<file path="src/rtl/alu_pkg.sv">
// Shared ALU definitions: instruction field positions, Cond encodings, flag
// bit indices and the op_code values understood by simple_ALU.
package alu_pkg;

  localparam int COND_HI = 31;
  localparam int COND_LO = 28;
  localparam int OP_HI   = 27;
  localparam int OP_LO   = 24;
  localparam int S_BIT   = 23;
  localparam int SR_HI   = 22;
  localparam int SR_LO   = 20;
  localparam int RS1_HI  = 19;
  localparam int RS1_LO  = 16;
  localparam int RS2_HI  = 15;
  localparam int RS2_LO  = 12;
  localparam int IMM_HI  = 15;
  localparam int IMM_LO  = 0;

  localparam logic [3:0] COND_AL = 4'd0;
  localparam logic [3:0] COND_EQ = 4'd1;
  localparam logic [3:0] COND_NE = 4'd2;
  localparam logic [3:0] COND_CS = 4'd3;
  localparam logic [3:0] COND_CC = 4'd4;
  localparam logic [3:0] COND_MI = 4'd5;
  localparam logic [3:0] COND_PL = 4'd6;
  localparam logic [3:0] COND_VS = 4'd7;
  localparam logic [3:0] COND_VC = 4'd8;

  localparam int FLAG_N = 3;
  localparam int FLAG_Z = 2;
  localparam int FLAG_C = 1;
  localparam int FLAG_V = 0;

  localparam logic [3:0] OP_AND = 4'd0;
  localparam logic [3:0] OP_OR  = 4'd1;
  localparam logic [3:0] OP_XOR = 4'd2;
  localparam logic [3:0] OP_ADD = 4'd3;
  localparam logic [3:0] OP_SUB = 4'd4;
  localparam logic [3:0] OP_MOV = 4'd5;
  localparam logic [3:0] OP_SHF = 4'd6;
  localparam logic [3:0] OP_CMP = 4'd7;

endpackage

</file>
<file path="src/rtl/alu_cond_eval.sv">
// Combinational condition check of a 4-bit Cond code against {N,Z,C,V};
// unlisted encodings (0, 9-15) always pass.
module alu_cond_eval
  import alu_pkg::*;
(
  input  logic [3:0] cond,
  input  logic [3:0] flags,
  output logic       pass
);

  always_comb begin
    pass = 1'b1;
    case (cond)
      COND_EQ: pass =  flags[FLAG_Z];
      COND_NE: pass = !flags[FLAG_Z];
      COND_CS: pass =  flags[FLAG_C];
      COND_CC: pass = !flags[FLAG_C];
      COND_MI: pass =  flags[FLAG_N];
      COND_PL: pass = !flags[FLAG_N];
      COND_VS: pass =  flags[FLAG_V];
      COND_VC: pass = !flags[FLAG_V];
      default: pass = 1'b1;
    endcase
  end

endmodule

</file>
<file path="src/rtl/alu_issue_stage.sv">
// Issue stage feeding simple_ALU: decodes instructions, registers one packet,
// owns the status flags. Optional conditional squash: ALU_ISSUE_COND_SQUASH_EN.
module alu_issue_stage
  import alu_pkg::*;
#(
  parameter int DATA_W = 32,
  parameter int CNT_W  = 16
) (
  input  logic              clk,
  input  logic              rst_n,
  input  logic              in_valid,
  output logic              in_ready,
  input  logic [31:0]       instr,
  output logic [3:0]        rs1_addr,
  output logic [3:0]        rs2_addr,
  input  logic [DATA_W-1:0] rs1_data,
  input  logic [DATA_W-1:0] rs2_data,
  output logic              out_valid,
  input  logic              out_ready,
  output logic [DATA_W-1:0] R1,
  output logic [DATA_W-1:0] R2,
  output logic [3:0]        op_code,
  output logic [3:0]        Cond,
  output logic              S,
  output logic [2:0]        SR_Control,
  output logic [15:0]       Imm,
  output logic [3:0]        flags,
  input  logic [3:0]        FLG,
  output logic [CNT_W-1:0]  issued_cnt
);

  logic              out_valid_q, out_valid_d;
  logic [DATA_W-1:0] r1_q, r1_d, r2_q, r2_d;
  logic [3:0]        op_q, op_d, cond_q, cond_d;
  logic              s_q, s_d;
  logic [2:0]        sr_q, sr_d;
  logic [15:0]       imm_q, imm_d;
  logic [3:0]        flags_q, flags_d;
  logic [CNT_W-1:0]  cnt_q, cnt_d;

  logic consume, accept, stall, cond_ok;

  assign rs1_addr = instr[RS1_HI:RS1_LO];
  assign rs2_addr = instr[RS2_HI:RS2_LO];

  always_comb begin
    consume = out_valid_q && out_ready;
    flags_d = (consume && s_q) ? FLG : flags_q;
    cnt_d   = consume ? cnt_q + CNT_W'(1) : cnt_q;
  end

`ifdef ALU_ISSUE_COND_SQUASH_EN
  // Evaluate against the flags being written this edge so a flag-setting op
  // followed by a dependent conditional op streams without a bubble.
  alu_cond_eval u_cond_eval (
    .cond  (instr[COND_HI:COND_LO]),
    .flags (flags_d),
    .pass  (cond_ok)
  );

  assign stall = (instr[COND_HI:COND_LO] != COND_AL) && out_valid_q && s_q && !out_ready;
`else
  assign cond_ok = 1'b1;
  assign stall   = 1'b0;
`endif

  assign in_ready = (!out_valid_q || out_ready) && !stall;
  assign accept   = in_valid && in_ready;

  always_comb begin
    out_valid_d = out_valid_q;
    r1_d        = r1_q;
    r2_d        = r2_q;
    op_d        = op_q;
    cond_d      = cond_q;
    s_d         = s_q;
    sr_d        = sr_q;
    imm_d       = imm_q;
    if (consume) begin
      out_valid_d = 1'b0;
    end
    // A squashed accept leaves the packet registers untouched and invalid.
    if (accept) begin
      out_valid_d = cond_ok;
      if (cond_ok) begin
        r1_d   = rs1_data;
        r2_d   = rs2_data;
        op_d   = instr[OP_HI:OP_LO];
        cond_d = instr[COND_HI:COND_LO];
        s_d    = instr[S_BIT];
        sr_d   = instr[SR_HI:SR_LO];
        imm_d  = instr[IMM_HI:IMM_LO];
      end
    end
  end

  always_ff @(posedge clk or negedge rst_n) begin
    if (!rst_n) begin
      out_valid_q <= 1'b0;
      r1_q        <= '0;
      r2_q        <= '0;
      op_q        <= '0;
      cond_q      <= '0;
      s_q         <= 1'b0;
      sr_q        <= '0;
      imm_q       <= '0;
      flags_q     <= '0;
      cnt_q       <= '0;
    end else begin
      out_valid_q <= out_valid_d;
      r1_q        <= r1_d;
      r2_q        <= r2_d;
      op_q        <= op_d;
      cond_q      <= cond_d;
      s_q         <= s_d;
      sr_q        <= sr_d;
      imm_q       <= imm_d;
      flags_q     <= flags_d;
      cnt_q       <= cnt_d;
    end
  end

  assign out_valid  = out_valid_q;
  assign R1         = r1_q;
  assign R2         = r2_q;
  assign op_code    = op_q;
  assign Cond       = cond_q;
  assign S          = s_q;
  assign SR_Control = sr_q;
  assign Imm        = imm_q;
  assign flags      = flags_q;
  assign issued_cnt = cnt_q;

endmodule

</file>
<file path="config.mk">
export PLATFORM = sky130hd
export DESIGN_NAME = alu_issue_stage
export DESIGN_NICKNAME = d
export VERILOG_FILES = /design/src/rtl/alu_pkg.sv /design/src/rtl/alu_cond_eval.sv /design/src/rtl/alu_issue_stage.sv
export SDC_FILE = /design/constraint.sdc
export NUM_CORES = 1
export LEC_CHECK = 0
export CAP_MARGIN = 20
export CORE_MARGIN = 5
export CORE_UTILIZATION = 40
export CTS_CLUSTER_DIAMETER = 40
export DETAILED_ROUTE_END_ITERATION = 12
export GPL_TIMING_DRIVEN = 0
export PLACE_DENSITY = 0.91
export SYNTH_ARGS = -nofsm -noshare
export SYNTH_HDL_FRONTEND = slang
export SYNTH_SLANG_ARGS = --single-unit
</file>
<file path="constraint.sdc">
create_clock -name clk -period 1.6 [get_ports clk]
set_input_delay 0.32 -clock clk [delete_from_list [all_inputs] [get_ports clk]]
set_output_delay 0.32 -clock clk [all_outputs]
set_load 0.01 [all_outputs]
</file>
Word level (Yosys, flattened, before mapping)
Cells that the tools add are included.
{"block": "word_totals", "word_cells": 19, "output_inout_bits": 122, "regBits": 113}
{"block": "op_classes", "reduce_logical": 6, "addsub": 1, "mux": 2}
{"op": "$add 16x1->16 const B", "n": 1}
{"op": "$logic_and 1x1->1", "n": 3}
{"op": "$mux 1", "n": 2}
{"op": "$reduce_bool 2->1", "n": 1}
{"op": "$logic_not 1->1", "n": 1}
{"op": "$logic_or 1x1->1", "n": 1}

Longest topological paths before layout
{"block": "logic_depth", "word_depth": 4, "mapped_depth": 5, "ltp_nobuf": 5}

Least setup slack after synthesis
No wires, ideal clock.
{"block": "synth_timing", "path_kind": "reg-to-reg", "start": "register out_valid_q, in the netlist out_valid", "end": "register cond_q[0], in the netlist Cond[0]", "setup_time_ns": 0.125, "synth_period_minus_slack_ns": 1.377, "path_stages_with_launch": 6, "arrival_ns": 1.252, "path_slack_ns": 0.223, "cell_sequence": "dfrtp_1 -> nand2b_4 -> nand2_4 -> buf_12 -> buf_12 -> mux2_4"}
{"block": "synth_via", "elab_chain_cells": 3}
{"element": "start, declared", "line": "alu_issue_stage.sv:32", "rtl": "logic out_valid_q, out_valid_d;"}
{"element": "start signal, assigned", "line": "alu_issue_stage.sv:110", "rtl": "out_valid_q <= out_valid_d;"}
{"element": "$logic_not 1->1", "line": "alu_issue_stage.sv:67", "rtl": "assign in_ready = (!out_valid_q || out_ready) && !stall;"}
{"element": "$logic_or 1x1->1", "line": "alu_issue_stage.sv:67"}
{"element": "via in_ready", "line": "alu_issue_stage.sv:12", "rtl": "output logic in_ready,"}
{"element": "$logic_and 1x1->1", "line": "alu_issue_stage.sv:68", "rtl": "assign accept = in_valid && in_ready;"}
{"element": "end signal, assigned", "line": "alu_issue_stage.sv:114", "rtl": "cond_q <= cond_d;"}
{"element": "end, declared", "line": "alu_issue_stage.sv:34", "rtl": "logic [3:0] op_q, op_d, cond_q, cond_d;"}
The timed path passes the listed nets, and every way through them passes these cells.
A chain may end at the register's enable or synchronous reset.

Worst setup path after layout
{"block": "layout_timing", "start": "input port instr[14]", "end": "output port rs2_addr[2]"}
{"element": "start, declared", "line": "alu_issue_stage.sv:13", "rtl": "input logic [31:0] instr,"}
{"element": "end, declared", "line": "alu_issue_stage.sv:15", "rtl": "output logic [3:0] rs2_addr,"}
No word-level cell between the ends.

==> summary.md <==
| Metric | Value |
|---|---|
| FILL cells | 822 |
| Multi-input gate area | 1690 µm² |
| Worst min path class | input pin to flop |
| Post-place setup slack | -329 ps |
| Clock input transition at the sequential cells of the worst setup and hold paths | 50 ps |
| Mapped cell area | 4770 µm² |
| Register area | 2830 µm² |
| Sequential share of power | 36.4% |
| Post-Syn Nets | 376 |
| Drt pass-1 iters | 4 |
| RSZ-0062 raised after global routing | no |
| DR WL/cell | 19.2 µm |
| Die height | 119 µm |
| Vias in the first global route | 3611 |
| Final worst-path cycle share | 96.4% |
| Total clock buffers created by CTS | 17 |
| Initial core utilization | 41.3% |
| Synth Flop Type | dfrtp_1 |
| WL final | 12900 µm |
| Hold Violations, Final | 0 |
| Slew HR | 48.4% |
| Int Power | 7.48 mW |
| Switch Pwr | 2.41 mW |
| Sw frac | 24.4% |
| Final min period | 1540 ps |
| Syn. warnings | 0 |
| Num ports | 226 |
| Ys async rst share | 100% |
| Fin. max-slew vios | 0 |
| Worst setup EP type | primary output |
| Synth top area share | 59.3% |
| GRT Overall Usage | 18.4% |
| Crit start category | input pin |
| CTS H-tree depth | 4 |
| Worst slew pin tran | 774 ps |
| Mapped Avg Cell Area | 17.6 µm² |
| Crit path max fanout | 2 |
| DR vias | 3154 |
| CP Data Required Time | 1280 ps |
| Maximum VDD drop | 0.870 mV |
| IO buf count | 221 |
| # setup viols final | 0 |
| CTS tree | built |
| Largest net degree at the start of global routing | 60 |
| DRC viols | 0 |
| Area leader, netlist | dfrtp_1 |
| Fin nets | 620 |
| Die Area | 14200 µm² |
| Initial antenna violation count | 0 |
| P per Cell Area | 1280 nW/µm² |
| Synth top area cells | dfrtp_1, mux2_4, mux2_2 |
| Final setup margin | 57.3 ps |
| Global-route wire length before repair | 20100 µm |
| Area of the core | 11600 µm² |
| Comb pwr share | 21.8% |
| CP Class | input pin to primary output |
| Clk network pwr share | 41.8% |
| Fraction of layout cells with a size suffix above 1 | 29.5% |
| Initial DRC Count | 132 |
| Row cnt | 39 |
| Post-detail-place hpwl | 9280 µm |
| Arr. time, crit path | 1220 ps |
| Global route overflow | 0 |
| Clk root buf | clkbuf_16 |
| Area grow syn2layout | 61.7% |
| Worst-Skew Late Latency | 410 ps |
| # clock sinks | 113 |
| Max-capacitance violation count | 0 |
| Status | finished clean |
| Antenna diodes | 0 |
| Yosys cell types | 19 |
| EDFF count, synth | 0 |
| Synth Instances | 271 |
| Max Clock Freq | 648 MHz |
| Yosys reg bits | 113 |
| RePlAce Congestion | 0.778 |
| Static leakage | 3.77 nW |
| Clk buf depth | 2 |
| Seq/Total Area, Yosys | 59.3% |
| Pwr Total | 9.89 mW |
| Antenna Nets Post-Route | 0 |
| Die width | 119 µm |
| Clk_skew | 6.19 ps |
| Via/cell ratio | 4.70 |
## synth_stat cells, types with 2 or more instances
cell type and n:
nand2_1 5, buf_4 8, xor2_1 5, nand3_1 6
mux2_2 17, nor2_1 4, dfrtp_1 113, buf_12 9
xnor2_1 10, nor3_2 2, and4_1 2, mux2_4 80
nand4_1 4
## state kept, by name (all words and copies together) (netlist names), 3 cells and up
name,count
SR_Control,3
Imm,16
R1,32
Cond,4
issued_cnt,16
R2,32
flags,4
op_code,4
## logic make-up after synthesis
kind of cell	after synthesis	synth area share [%]
DFF	113	59.3
and+or+nand+nor	26	3.30
buffers and inverters	19	5.22
adders and majority gates	1	0.262
muxes	97	29.2
xor gates and xnor gates	15	2.75
## power by group through the flow
stage	Clock (mW)	Sequential (mW)	Combinational, mW
floorplan	0	3.84	0.826
global placement	0	3.63	2.40
detailed placement	0	3.66	2.44
CTS	4.23	3.60	2.19
global route	4.38	3.66	2.30
finish	4.14	3.60	2.15
## area by class of cell
type	instances	share of cell area, %
buffer	18	3.18
clock buffer	21	6.10
clock inverter	11	2.37
inverter	1	0.0487
multi-input combinational	139	22.0
sequential	113	36.7
tap	143	2.32
timing repair buffer	225	27.3
## per-stage QoR
stage | utilization [%] | setup TNS (ps) | cells | hold WS [ps] | cell area, µm²
3_3_place_gp | 61.9 | -460240 | 635 | 462 | 7160
4_1_cts | 66.7 | 0 | 671 | 411 | 7720
2_1_floorplan | - | 0 | 271 | 24.4 | 4770
6_report | 66.7 | 0 | 671 | 440 | 7710
3_5_place_dp | 62.1 | -25740 | 636 | 434 | 7190
5_1_grt | 66.7 | 0 | 671 | 466 | 7710
## metal layers
metal  track usage, %  up-vias  wire length [µm]
met1             21.0     1539              5130
met2             30.9      170              6350
met4             7.46        0               176
li1                 -     1428                 -
met3             7.39       17              1230
met5                0        -                 0
## critical path, stage by stage
cell	delay (ps)
clkdlybuf4s50_1	520
buf_4	130
dlygate4sd2_1	260
## path summary, 6_finish.rpt
kind	startpoint	endpoint	slack (ps)	depth (start not counted)
setup / recovery	instr[14]	rs2_addr[2]	60	3
hold / removal	out_ready	issued_cnt[0]	440	3
setup reg to reg	issued_cnt[0]	issued_cnt[12]	140	5
hold reg to reg	issued_cnt[15]	issued_cnt[15]	490	1
max in group asynchronous	rst_n	out_valid	320	3
min in group asynchronous	rst_n	R1[27]	520	2
## cell usage in the layout, fill, tap and decap left out, types with 6 or more instances in the layout
master / n
clkbuf_16: 17
buf_4: 11
mux2_4: 80
dlygate4sd2_1: 118
clkdlybuf4s50_1: 101
mux2_2: 17
dfrtp_1: 112
buf_12: 9
xnor2_1: 10
nand3_1: 6
## repair_timing
item / CTS / global route
hold endpoints to repair: 17 / 0
setup endpoints to repair: 118 / 1
setup buffers: 2 / 0
gates resized for setup: 121 / 1
hold buffers: 1 / 0
No activity file was read; power rests on OpenSTA's default activity.
